`config.mk`:
```
export PLATFORM = sky130hd
export DESIGN_NAME = clock_divider_multi
export DESIGN_NICKNAME = d
export VERILOG_FILES = /design/src/rtl/clock_divider_multi.sv
export SDC_FILE = /design/constraint.sdc
export NUM_CORES = 1
export LEC_CHECK = 0
export CAP_MARGIN = 20
export CELL_PAD_IN_SITES_DETAIL_PLACEMENT = 0
export CELL_PAD_IN_SITES_GLOBAL_PLACEMENT = 1
export CORE_UTILIZATION = 51
export CTS_CLUSTER_SIZE = 28
export DETAILED_ROUTE_END_ITERATION = 10
export PLACE_DENSITY_LB_ADDON = 0.1
export SETUP_SLACK_MARGIN = 0.05
export SYNTH_ARGS = -nofsm -noshare
export SYNTH_HDL_FRONTEND = slang
export SYNTH_SLANG_ARGS = --single-unit
export TNS_END_PERCENT = 5
```
`constraint.sdc`:
```
create_clock -name clk_in -period 10.98 [get_ports clk_in]
set_input_delay 2.745 -clock clk_in [delete_from_list [all_inputs] [get_ports clk_in]]
set_output_delay 2.745 -clock clk_in [all_outputs]
set_load 0.05 [all_outputs]
```
`src/rtl/clock_divider_multi.sv`:
```
// ---------------------------------------------------------------------------
// clock_divider_multi
//
// Purpose:
//   Multi-channel clock divider. Every channel derives its own registered
//   divided clock and a one-cycle tick strobe from the single source clock
//   clk_in. Each channel has its own divide factor and enable. The channels
//   share only the reset and the phase-align (sync) pulse.
//
// Ports:
//   clk_in    in   1           source clock; all logic uses its rising edge
//   rst       in   1           synchronous, active-high reset
//   en        in   N_CH        per-channel enable
//   sync      in   1           restart all enabled channels in phase
//   div_fact  in   N_CH*WIDTH  packed factors; channel i uses [i*WIDTH +: WIDTH]
//   clk_out   out  N_CH        registered divided clock per channel
//   tick      out  N_CH        one-cycle strobe at the start of each period
//
// Optional feature macro: CLKDIV_GLITCH_FREE_EN
//   Defined   : the active factor is reloaded only at a period boundary, when
//               the channel is idle or disabled, or on sync/rst. A mid-period
//               factor change therefore never changes the current period.
//   Undefined : the active factor follows div_fact on every edge. A change can
//               truncate one period.
// ---------------------------------------------------------------------------
module clock_divider_multi #(
  parameter int N_CH  = 4,
  parameter int WIDTH = 32
) (
  input  logic                  clk_in,
  input  logic                  rst,
  input  logic [N_CH-1:0]       en,
  input  logic                  sync,
  input  logic [N_CH*WIDTH-1:0] div_fact,
  output logic [N_CH-1:0]       clk_out,
  output logic [N_CH-1:0]       tick
);

  localparam logic [WIDTH-1:0] ONE = WIDTH'(1);

  genvar gi;
  generate
    for (gi = 0; gi < N_CH; gi++) begin : g_ch
      logic [WIDTH-1:0] w_div;
      logic [WIDTH-1:0] w_half;
      logic [WIDTH-1:0] w_cnt_next;
      logic             w_wrap;
      logic             w_load;
      logic [WIDTH-1:0] r_cnt;
      logic [WIDTH-1:0] r_f_act;
      logic             r_clk;
      logic             r_tick;

      assign w_div  = div_fact[gi*WIDTH +: WIDTH];

      // High phase is ceil(f/2), so odd factors spend the extra cycle high.
      assign w_half = r_f_act - (r_f_act >> 1);

      // Use >= rather than == here. Without glitch-free reload, a smaller
      // factor can arrive while cnt is already past the new terminal count.
      // The channel must wrap at once and must not run up to 2^WIDTH.
      // This path is only used when f_act >= 2, so f_act-1 cannot underflow.
      assign w_wrap     = (r_cnt >= (r_f_act - ONE));
      assign w_cnt_next = w_wrap ? '0 : (r_cnt + ONE);

`ifdef CLKDIV_GLITCH_FREE_EN
      // Reload only where a new period starts.
      assign w_load = w_wrap;
`else
      assign w_load = 1'b1;
`endif

      always_ff @(posedge clk_in) begin
        if (rst || !en[gi]) begin
          r_cnt   <= '0;
          r_clk   <= 1'b0;
          r_tick  <= 1'b0;
          r_f_act <= w_div;
        end else if (sync) begin
          // The freshly loaded factor decides this edge. A zero factor stays idle.
          r_f_act <= w_div;
          r_cnt   <= '0;
          r_clk   <= (w_div != '0);
          r_tick  <= (w_div != '0);
        end else if (r_f_act == '0) begin
          r_cnt   <= '0;
          r_clk   <= 1'b0;
          r_tick  <= 1'b0;
          r_f_act <= w_div;
        end else if (r_f_act == ONE) begin
          // Divide-by-one: every edge is a period boundary.
          r_cnt   <= '0;
          r_clk   <= 1'b1;
          r_tick  <= 1'b1;
          r_f_act <= w_div;
        end else begin
          r_cnt  <= w_cnt_next;
          r_clk  <= (w_cnt_next < w_half);
          r_tick <= (w_cnt_next == '0);
          if (w_load) begin
            r_f_act <= w_div;
          end
        end
      end

      assign clk_out[gi] = r_clk;
      assign tick[gi]    = r_tick;
    end
  endgenerate

endmodule

```
## Word level (Yosys, flattened, before mapping)

Index checks and enable logic that the tools add are counted.

- Add/subtract/negate cells: 12
- Order comparisons: 8
- Equal/unequal tests: 4
- Multiplexer cells: 28
- Reductions and logical operators: 24

Operator list:

| kind | number |
|---|---|
| logical NOT 32 bit | 8 |
| adder 32 x 1 -> 32 bit, second input constant | 4 |
| == test 32 x 1 -> 1 bit, second input constant | 4 |
| greater-or-equal comparator 32 bit | 4 |
| less-than comparator 32 bit | 4 |
| two-way mux 32 bit | 4 |
| nonzero test 32 bit | 4 |
| subtractor 32 x 1 -> 32 bit, second input constant | 4 |
| subtractor 32 x 31 -> 32 bit | 4 |
| two-way mux 1 bit | 24 |
| OR reduction 4 bit | 4 |
| logical NOT 1 bit | 4 |
| logical OR 1 bit | 4 |

- Register bits after elaboration: 264
- Input bits: 135
- Output and inout port bits: 8
- Word-level logic and storage cells: 92

## Depth between registers and ports, before layout

Gate-level depths: netlist of the first run.

- Depth after elaboration: 7
- Gate-level depth with buffers: 32
- Gate-level depth less buffers: 31

## Worst setup path before layout of the first run

Ideal clock, no wire load.

- Path kind: register to register
- Start point: register g_ch[2].r_f_act[1]
- End point: register g_ch[2].r_clk
- Library setup time: 0.135 ns
- Data arrival time: 5.660 ns
- Data required time: 10.845 ns
- Slack: 5.185 ns
- Stages on the path, launching flop included: 30
- Path buffers: 3
- Period minus slack after synthesis: 5.795 ns
- Cell sequence: dfxtp_1 -> inv_1 -> ha_1 -> a21boi_1 -> o21ai_0 -> a21boi_0 -> o21ai_0 -> a21boi_1 -> nand4_1 -> nor2_1 -> and2_1 -> clkbuf_1 -> xnor2_1 -> ha_1 -> a21o_1 -> a21oi_1 -> nor2b_1 -> or4_1 -> a211o_1 -> o2111ai_1 -> nand2b_1 -> clkbuf_1 -> clkbuf_1 -> nor2_1 -> ha_1 -> nand4_1 -> nor4_1 -> nand3_1 -> a2111oi_0 -> o22ai_1

- Longest elaborated chain between the ends: 7
- Elaborated cells between the ends (all ways): 10
- Classes of those cells: 2 x add/sub; 2 x order compare; 1 x eq/ne; 4 x mux; 1 x reduce/logical

Ends and longest elaborated chain:

| element | line | text |
|---|---|---|
| from (decl) | 50 | `logic [WIDTH-1:0] r_f_act;` |
| from (signal assigned) | 78 | `r_f_act <= w_div;` |
| from (signal assigned) | 81 | `r_f_act <= w_div;` |
| from (signal assigned) | 89 | `r_f_act <= w_div;` |
| subtractor 32 x 1 -> 32 bit | 63 | `assign w_wrap = (r_cnt >= (r_f_act - ONE));` |
| greater-or-equal comparator 32 bit | 63 |  |
| two-way mux 32 bit | 64 | `assign w_cnt_next = w_wrap ? '0 : (r_cnt + ONE);` |
| named net g_ch[2].w_cnt_next[29] | 46 | `logic [WIDTH-1:0] w_cnt_next;` |
| less-than comparator 32 bit | 98 | `r_clk <= (w_cnt_next < w_half);` |
| two-way mux 1 bit | 90 | `end else if (r_f_act == ONE) begin` |
| two-way mux 1 bit | 85 | `end else if (r_f_act == '0) begin` |
| two-way mux 1 bit | 79 | `end else if (sync) begin` |
| to (signal assigned) | 83 | `r_clk <= (w_div != '0);` |
| to (signal assigned) | 98 |  |
| to (decl) | 51 | `logic r_clk;` |

The timed path passes the listed nets, and every way through them passes these cells.
A chain may end at the register's enable or synchronous reset.

## Final worst setup path of the first run

Ends and elaborated chain as after synthesis.

==> flow_metrics.py, run 1 <==
metrics = {
    "status": {
        "status": "complete, no violations",
    },
    "sta": {
        "setup_slack_ns": 4.21,
        "finalCriticalPeriod_ns": 6.77,
        "final_hold_viol_count": 0,
        "tightest_slew_ns": 1.09,
        "slew_headroom_pct": 27.5,
        "finalSetupViolCount": 0,
        "fmax_mhz": 148,
        "fin_skew_ns": 0.0249,
        "finalMaxSlewViolations": 0,
        "rsz0062_at_grt": "false",
        "fin_tns_setup_ns": 0,
        "period_share_pct": 61.6,
    },
    "clocking": {
        "h-tree-depth": 2,
        "insertion_delay_ns": 0.56,
        "postCtsSetupBuffers": 0,
        "clock-sinks": 264,
        "cts_tree": "built",
        "ctsLongestPathBuffers": 3,
        "postCtsHoldBufs": 0,
        "cts_root_buf": "clkbuf_16",
        "cts_made_buffers": 36,
        "clk_pin_slew_ns": 0.06,
        "cts_resized": 0,
    },
    "worst_hold_path": {
        "worstHoldPathType": "register to register",
    },
    "global_route": {
        "antenna_found_initial": 2,
        "grt_overflow": 0,
        "grt_pass1_wl_um": 112000,
        "grtUsageTotal_pct": 27.2,
        "grt_max_degree": 37,
        "grt_pass1_vias": 21800,
    },
    "worst_setup_path": {
        "worst-setup-path-type": "register to register",
        "cp_max_fo": 14,
        "arrival_ns": 7.18,
        "ff2ff_path_depth": 26,
        "worstSetupEndpointType": "register",
        "r2r_slack_ns": 4.21,
        "worstPathRequired_ns": 11.40,
        "r2r_end": "g_ch[2].r_clk$_SDFF_PP0_",
        "r2r_start": "g_ch[2].r_f_act[1]$_DFF_P_",
        "startpoint": "g_ch[2].r_f_act[1]$_DFF_P_",
        "endpoint": "g_ch[2].r_clk$_SDFF_PP0_",
        "crit_path_start_kind": "register",
    },
    "pwr": {
        "power_mw": 3.05,
        "worst_ir_drop_vdd_mv": 0.0992,
        "powerDensity_mw_per_mm2": 104,
        "p_leak_nw": 13.8,
    },
    "place": {
        "portBuffers": 142,
        "globalplace.congestion": 0.910,
        "dp_cells": 3942,
        "pre_cts_ws_ns": 3.95,
        "hpwl_um": 57900,
    },
    "yosys": {
        "ys_top_cells_by_count": "ha_1 (544), nor2_1 (452), xnor2_1 (275), inv_1 (270), dfxtp_1 (264)",
        "ys_seq_area_share_pct": 20.4,
        "yosysTopAreaCell": "ha_1",
        "synth_ff_type": "dfxtp_1",
        "yosysWarnings": 0,
        "synth.top_cell.area_share_pct": 26.3,
        "synth_fp_nets": 3861,
        "yosysMostFrequentCell": "ha_1",
        "ys_types": 86,
        "netlist_area_sq_mm": 0.0258,
        "synth-edff-count": 0,
        "avgSynthCellArea_sq_um": 8.13,
        "postSynthCellCount": 3178,
        "ys_seq_elements": 264,
        "synth-async-reset-ratio_pct": 0,
        "yosys-top-cells-area": "ha_1 (26%), dfxtp_1 (20%), xnor2_1 (9.3%)",
    },
    "routing": {
        "detail_route.wl_per_cell_um": 17.5,
        "post-route-drc-count": 0,
        "drt-total-wl_um": 70100,
        "viasPerCell": 5.58,
        "drt_iter0_markers": 1193,
        "ant_nets": 0,
        "drtPass1Iterations": 5,
        "routed-via-count": 22400,
    },
    "floorplan": {
        "fp.dieArea_sq_mm": 0.0516,
        "core-area_sq_mm": 0.0501,
        "die_w_um": 227,
        "num_io_pins": 143,
        "num_rows": 82,
        "fp.dieH_um": 227,
        "initial_core_util_pct": 51.6,
    },
    "final_layout": {
        "final_cells": 4011,
        "layout-drive-gt1-share_pct": 3.30,
        "fillers": 4632,
        "utilization_pct": 58.4,
        "syn_to_final_growth_pct": 13.1,
        "final_nets": 3994,
    },
    "job": {
        "cap_violations": 0,
    },
}
[routing by layer]
| layer | vias up | GRT usage (%) | share of wire [%] |
|---|---|---|---|
| li1 | 11400 | - | - |
| met1 | 10400 | 36.9 | 48 |
| met3 | 102 | 3.68 | 4.4 |
| met5 | - | 0 | 0.033 |
| met4 | 4 | 7.66 | 2.6 |
| met2 | 431 | 44.8 | 45 |
[worst max-delay path: stages (launching register included)]
cell and delay, ns:
dfxtp_1 0.42, inv_1 0.14, ha_1 0.22, a21boi_1 0.25
o21ai_0 0.18, a21boi_0 0.32, o21ai_0 0.22, a21boi_1 0.35
nand4_1 0.19, nor2_1 0.17, and2_1 0.29, xnor2_1 0.16
ha_1 0.26, a21o_1 0.18, a21oi_1 0.14, nor2b_1 0.08
or4_1 0.49, a211o_1 0.24, o2111ai_1 0.15, nand2b_1 0.39
nor2_1 0.24, ha_1 0.18, nand4_1 0.16, nor4_1 0.47
nand3_1 0.18, a2111oi_0 0.45, o22ai_1 0.12
[cells in the final DEF (no fill, tap or decap), drive strengths merged, types with 12 or more instances in the layout]
master / count
dfxtp: 264
or4: 17
nor4: 56
o31ai: 13
a21oi: 170
xor2: 88
and3: 34
nor2: 452
nand2: 140
o21bai: 32
o21a: 12
nand4: 110
inv: 275
a31oi: 13
o21ai: 87
clkdlybuf4s50: 142
nand2b: 35
clkbuf: 46
ha: 544
xnor2: 275
o211ai: 14
nor2b: 32
and2: 12
a221oi: 14
nand3: 107
nor3: 60
a211oi: 16
a21o: 101
and4: 14
a21boi: 19
[sequential cells by signal (all words and copies together) (netlist names)]
name,flops
g_ch.r_cnt,128
g_ch.r_f_act,128
g_ch.r_clk,4
g_ch.r_tick,4
[power breakdown]
part           total [mW]  switching [mW]  internal (mW)
logic               0.757           0.429          0.328
clock network        1.28           0.500          0.780
registers            1.01          0.0238          0.986
[worst min-delay path by stage]
| stage | slack (ns) | start | cells past startpoint | to |
|---|---|---|---|---|
| after floorplan | 0.43 | g_ch[3].r_cnt[0]$_SDFF_PP0_ | 1 | g_ch[3].r_cnt[0]$_SDFF_PP0_ |
| after global placement | 0.45 | g_ch[3].r_cnt[0]$_SDFF_PP0_ | 1 | g_ch[3].r_cnt[0]$_SDFF_PP0_ |
| after detailed placement | 0.45 | g_ch[3].r_cnt[0]$_SDFF_PP0_ | 1 | g_ch[3].r_cnt[0]$_SDFF_PP0_ |
| after CTS | 0.47 | g_ch[3].r_cnt[0]$_SDFF_PP0_ | 1 | g_ch[3].r_cnt[0]$_SDFF_PP0_ |
| after global routing | 0.51 | g_ch[3].r_cnt[0]$_SDFF_PP0_ | 1 | g_ch[3].r_cnt[0]$_SDFF_PP0_ |
| final | 0.47 | g_ch[3].r_cnt[0]$_SDFF_PP0_ | 1 | g_ch[3].r_cnt[0]$_SDFF_PP0_ |
[metrics by stage]
stage                     hold WS [ns]  area, sq um
after floorplan                  0.430        25800
after global placement           0.445        27900
after detailed placement         0.453        27900
after CTS                        0.467        29200
after global routing             0.508        29200
final                            0.465        29200
[cell type report]
type                            count  area, sq um  area share, %
Antenna cell                        1         2.50        0.00856
Clock buffer                       46         1020           3.49
Clock inverter                     19          255          0.873
Inverter                          271         1020           3.48
Multi-Input combinational cell   2588        19300           66.0
Sequential cell                   264         5290           18.1
Tap cell                          672          841           2.88
Timing Repair Buffer              150         1500           5.14
[logic make-up (layout without fill, tap and decap cells)]
logic type / Yosys count / count (layout) / synth area share, %
xor gates and xnor gates: 363 / 363 / 12.3
adders and majority gates: 548 / 548 / 26.6
DFF: 264 / 264 / 20.4
buffers and inverters: 326 / 486 / 4.91
and+or+nand+nor: 1102 / 1102 / 20.8
AOI/OAI and AO/OA: 573 / 573 / 14.8
muxes: 2 / 2 / 0.0823
other: 0 / 1 / 0
No activity file was read; power rests on OpenSTA's default activity.
==> inputs of run 2 (changes only) <==
Settings changed: CORE_UTILIZATION 51 to 47.
Clock period 10.98 ns to 6.8 ns, I/O delays scaled along.
==> flow_metrics.py, run 2 (synthesized netlist as in run 1, its figures left out) <==
metrics = {
    "final_layout": {
        "layout_commonest_cell": "ha_1",
        "largestRegisters": "g_ch.r_cnt (128), g_ch.r_f_act (128)",
        "layout_common_cells": "ha_1 (544), nor2_1 (452), xnor2_1 (275)",
        "final_nets": 4000,
        "layout-drive-gt1-share_pct": 3.50,
        "num_antenna_cells": 0,
        "syn_to_final_growth_pct": 13.0,
        "fillers": 5147,
    },
    "status": {
        "status": "complete, no violations",
    },
    "place": {
        "globalplace.congestion": 0.908,
        "portBuffers": 142,
        "hpwl_um": 59500,
    },
    "pwr": {
        "netSwitchingFraction_pct": 31.5,
        "worst_ir_drop_vdd_mv": 0.178,
        "p_leak_nw": 13.8,
        "p_int_mw": 3.27,
        "combPwrFrac_pct": 25.8,
        "powerDensity_mw_per_mm2": 163,
        "p_clk_share_pct": 39.9,
        "p_switching_mw": 1.50,
        "seqPwrFrac_pct": 34.3,
    },
    "worst_hold_path": {
        "worstHoldPathType": "register to register",
    },
    "sta": {
        "fin_tns_setup_ns": 0,
        "finalSetupViolCount": 0,
        "rsz0062_at_grt": "true",
        "slew_headroom_pct": 30.0,
        "hold-worst-slack_ns": 0.468,
        "fmax_mhz": 156,
        "final_hold_viol_count": 0,
        "tightest_slew_ns": 1.05,
        "period_share_pct": 94.2,
        "finalCriticalPeriod_ns": 6.40,
        "finalMaxSlewViolations": 0,
        "fin_skew_ns": 0.0318,
    },
    "worst_setup_path": {
        "worstSetupEndpointType": "register",
        "crit_path_start_kind": "register",
        "r2r_slack_ns": 0.40,
        "cp_max_fo": 12,
        "critPathMostFrequentCell": "o21ai_0",
        "crit_slowest_cell": "a2111oi_0",
        "worst-setup-path-type": "register to register",
        "slowest_delay_ns": 0.51,
        "arrival_ns": 6.84,
        "worstPathRequired_ns": 7.24,
    },
    "clocking": {
        "postCtsHoldBufs": 0,
        "clk_pin_slew_ns": 0.06,
        "insertion_delay_ns": 0.56,
        "cts_root_buf": "clkbuf_16",
        "cts_tree": "built",
        "h-tree-depth": 2,
        "cts_made_buffers": 36,
        "clock-sinks": 264,
        "postCtsSetupBuffers": 0,
        "ctsLongestPathBuffers": 3,
    },
    "routing": {
        "post-route-drc-count": 0,
        "routed-via-count": 22300,
        "detail_route.wl_per_cell_um": 17.7,
        "viasPerCell": 5.53,
        "drt_iter0_markers": 1174,
        "ant_nets": 0,
        "drtPass1Iterations": 5,
        "drt-total-wl_um": 71600,
    },
    "global_route": {
        "gr-usage-met3_pct": 2.41,
        "grtUsageTotal_pct": 25.4,
        "grt_pass1_vias": 22100,
        "grt_pass1_wl_um": 115000,
        "grt_max_degree": 31,
        "antenna_found_initial": 0,
        "grt_overflow": 0,
        "grtUsageMet1_pct": 36.4,
        "busiest_layer": "met2",
        "use_met2_pct": 39.7,
    },
    "floorplan": {
        "fp.dieArea_sq_mm": 0.0559,
        "die_w_um": 237,
        "num_rows": 85,
        "num_io_pins": 143,
        "core-area_sq_mm": 0.0540,
        "initial_core_util_pct": 47.8,
        "fp.dieH_um": 237,
    },
    "job": {
        "cap_violations": 0,
    },
}
==> run 2: final cells by class <==
| cell class | instances | area (sq um) | area share [%] |
|---|---|---|---|
| Clock buffer | 52 | 1040 | 3.57 |
| Clock inverter | 12 | 134 | 0.458 |
| Inverter | 271 | 1020 | 3.48 |
| Multi-Input combinational cell | 2588 | 19300 | 66.2 |
| Sequential cell | 264 | 5290 | 18.1 |
| Tap cell | 696 | 871 | 2.98 |
| Timing Repair Buffer | 156 | 1530 | 5.22 |
==> run 2: worst paths after layout <==
path	startpoint	endpoint	depth (start not counted)
worst max-delay path	g_ch[1].r_f_act[1]$_DFF_P_	g_ch[1].r_clk$_SDFF_PP0_	28
worst min-delay path	g_ch[3].r_cnt[0]$_SDFF_PP0_	g_ch[3].r_cnt[0]$_SDFF_PP0_	1
worst max register to register	g_ch[1].r_f_act[1]$_DFF_P_	g_ch[1].r_clk$_SDFF_PP0_	28
worst min register to register	g_ch[3].r_cnt[0]$_SDFF_PP0_	g_ch[3].r_cnt[0]$_SDFF_PP0_	1
==> run 2: routing by layer <==
layer | up-vias | part of all wire (%) | wire length [um]
li1 | 11400 | - | -
met1 | 10400 | 51 | 36400
met2 | 409 | 43 | 30600
met3 | 109 | 3.6 | 2590
met4 | 0 | 2.8 | 2030
met5 | - | 0 | 0
==> run 2: power groups by stage <==
stage | logic [mW] | registers [mW] | clock network, mW
6_report | 1.23 | 1.63 | 1.91
5_1_grt | 1.37 | 1.64 | 2.01
4_1_cts | 1.23 | 1.63 | 1.96
3_5_place_dp | 1.22 | 1.67 | 0
3_3_place_gp | 1.19 | 1.67 | 0
2_1_floorplan | 0.851 | 1.65 | 0
==> run 2: critical path: cells and delay by family, from the launching register on <==
kind	cells	cell delay [ns]
AND/OR/NAND/NOR	5	0.73
adder cells (fa/ha/maj)	3	0.76
buffers and inverters	4	0.63
AO/OA/AOI/OAI	15	3.61
XOR/XNOR	1	0.17
flip-flops	1	0.40
==> run 2: stage by stage <==
stage / std cells / setup slack (ns) / cell area [sq um] / power, mW / util (%)
6_report: 4039 / 0.398 / 29200 / 4.77 / 54.1
5_1_grt: 4039 / -0.0431 / 29200 / 5.02 / 54.1
4_1_cts: 4039 / 0.260 / 29200 / 4.82 / 54.0
3_5_place_dp: 3975 / 0.296 / 28000 / 2.89 / 51.8
3_3_place_gp: 3975 / 0.394 / 28000 / 2.86 / 51.8
2_1_floorplan: 3178 / 1.00 / 25800 / 2.50 / -
==> run 2: timing repair <==
action / CTS / global route
endpoints found under the setup margin: 0 / 4
endpoints found under the hold margin: 0 / 0
gates resized for setup: 0 / 13
==> inputs of run 3 (changes only) <==
Settings changed: CTS_CLUSTER_SIZE 28 to not set.
==> flow_metrics.py, run 3 (synthesized netlist as in run 1, its figures left out) <==
metrics = {
    "routing": {
        "viasPerCell": 5.54,
        "ant_nets": 0,
        "detail_route.wl_per_cell_um": 17.7,
        "drt-total-wl_um": 71600,
        "routed-via-count": 22400,
        "drt_iter0_markers": 1228,
        "post-route-drc-count": 0,
        "drtPass1Iterations": 5,
    },
    "worst_setup_path": {
        "slowest_delay_ns": 0.51,
        "r2r_slack_ns": 0.40,
        "worstSetupEndpointType": "register",
        "critPathMostFrequentCell": "o21ai_0",
        "worstPathRequired_ns": 7.24,
        "worst-setup-path-type": "register to register",
        "crit_slowest_cell": "a2111oi_0",
        "cp_max_fo": 12,
        "arrival_ns": 6.84,
        "crit_path_start_kind": "register",
    },
    "pwr": {
        "p_int_mw": 3.26,
        "seqPwrFrac_pct": 34.4,
        "combPwrFrac_pct": 25.9,
        "p_leak_nw": 13.8,
        "p_clk_share_pct": 39.7,
        "powerDensity_mw_per_mm2": 163,
        "netSwitchingFraction_pct": 31.5,
        "worst_ir_drop_vdd_mv": 0.178,
        "p_switching_mw": 1.50,
    },
    "sta": {
        "rsz0062_at_grt": "true",
        "fmax_mhz": 156,
        "setup_slack_ns": 0.400,
        "tightest_slew_ns": 1.05,
        "final_hold_viol_count": 0,
        "finalSetupViolCount": 0,
        "finalMaxSlewViolations": 0,
        "slew_headroom_pct": 29.8,
        "fin_skew_ns": 0.0328,
        "period_share_pct": 94.1,
        "hold-worst-slack_ns": 0.468,
        "finalCriticalPeriod_ns": 6.40,
    },
    "floorplan": {
        "die_w_um": 237,
        "fp.dieH_um": 237,
        "num_io_pins": 143,
        "initial_core_util_pct": 47.8,
        "fp.dieArea_sq_mm": 0.0559,
        "core-area_sq_mm": 0.0540,
        "num_rows": 85,
    },
    "clocking": {
        "postCtsSetupBuffers": 0,
        "insertion_delay_ns": 0.56,
        "cts_tree": "built",
        "cts_root_buf": "clkbuf_16",
        "clock-sinks": 264,
        "cts_made_buffers": 36,
        "clk_pin_slew_ns": 0.06,
        "ctsLongestPathBuffers": 3,
        "h-tree-depth": 2,
        "postCtsHoldBufs": 0,
    },
    "final_layout": {
        "fillers": 5140,
        "final_cells": 4039,
        "layout_commonest_cell": "ha_1",
        "layout_common_cells": "ha_1 (544), nor2_1 (452), xnor2_1 (275)",
        "fin_area_sq_mm": 0.0292,
        "final_nets": 4000,
        "syn_to_final_growth_pct": 13.0,
        "largestRegisters": "g_ch.r_cnt (128), g_ch.r_f_act (128)",
        "layout-drive-gt1-share_pct": 3.50,
        "num_antenna_cells": 0,
    },
    "status": {
        "status": "complete, no violations",
    },
    "job": {
        "cap_violations": 0,
    },
    "place": {
        "dp_cells": 3975,
        "pre_cts_ws_ns": 0.296,
        "globalplace.congestion": 0.908,
        "portBuffers": 142,
        "hpwl_um": 59500,
        "placed_cell_area_sq_mm": 0.0280,
    },
    "global_route": {
        "grt_pass1_wl_um": 115000,
        "grt_overflow": 0,
        "antenna_found_initial": 0,
        "grtUsageTotal_pct": 25.3,
        "grt_max_degree": 31,
        "grt_pass1_vias": 22100,
    },
    "worst_hold_path": {
        "worstHoldPathType": "register to register",
    },
}
run 3: changes by cell type in the layout (fill, tap and decap cells not counted):
cell      change
clkinv_4      +1
clkinv_2      +1
clkbuf_8      -1
inv_6         -1
run 3: layer usage:
| layer | share of wire, % | track usage [%] |
|---|---|---|
| met1 | 51 | 36.3 |
| met2 | 43 | 39.6 |
| met3 | 3.5 | 2.37 |
| met4 | 2.8 | 8.28 |
| met5 | 0 | 0 |
run 3: final cells by class:
cell class	instances	area (sq um)	area share, %
Clock buffer	51	1030	3.52
Clock inverter	13	139	0.476
Inverter	271	1020	3.48
Multi-Input combinational cell	2588	19300	66.2
Sequential cell	264	5290	18.1
Tap cell	696	871	2.98
Timing Repair Buffer	156	1530	5.23
run 3: power by group through the flow:
stage,sequential [mW],combinational [mW],clock [mW]
global placement,1.67,1.19,0
detailed placement,1.67,1.22,0
floorplan,1.65,0.851,0
global route,1.64,1.37,2.00
finish,1.63,1.23,1.89
CTS,1.63,1.23,1.94
run 3: critical path: cells and delay by family (launching register included):
family	cells	cell delay [ns]
adder cells (fa/ha/maj)	3	0.76
flip-flops	1	0.40
AO/OA/AOI/OAI	15	3.63
buffers and inverters	4	0.63
XOR/XNOR	1	0.17
AND/OR/NAND/NOR	5	0.73
run 3: worst paths after layout:
kind                                               endpoint  depth (start not counted)                         from
worst max-delay path               g_ch[1].r_clk$_SDFF_PP0_                         28   g_ch[1].r_f_act[1]$_DFF_P_
worst min-delay path            g_ch[3].r_cnt[0]$_SDFF_PP0_                          1  g_ch[3].r_cnt[0]$_SDFF_PP0_
worst max register to register     g_ch[1].r_clk$_SDFF_PP0_                         28   g_ch[1].r_f_act[1]$_DFF_P_
worst min register to register  g_ch[3].r_cnt[0]$_SDFF_PP0_                          1  g_ch[3].r_cnt[0]$_SDFF_PP0_
run 3: repair_timing:
action | CTS | global route
gates resized for setup | 0 | 13
hold endpoints to repair | 0 | 0
endpoints found under the setup margin | 0 | 4
run 3: through the flow:
stage	total power, mW	TNS, ns	utilization (%)
3_5_place_dp	2.89	0	51.8
5_1_grt	5.00	-0.0431	54.1
6_report	4.76	0	54.1
3_3_place_gp	2.86	0	51.8
4_1_cts	4.80	0	54.0
2_1_floorplan	2.50	0	-
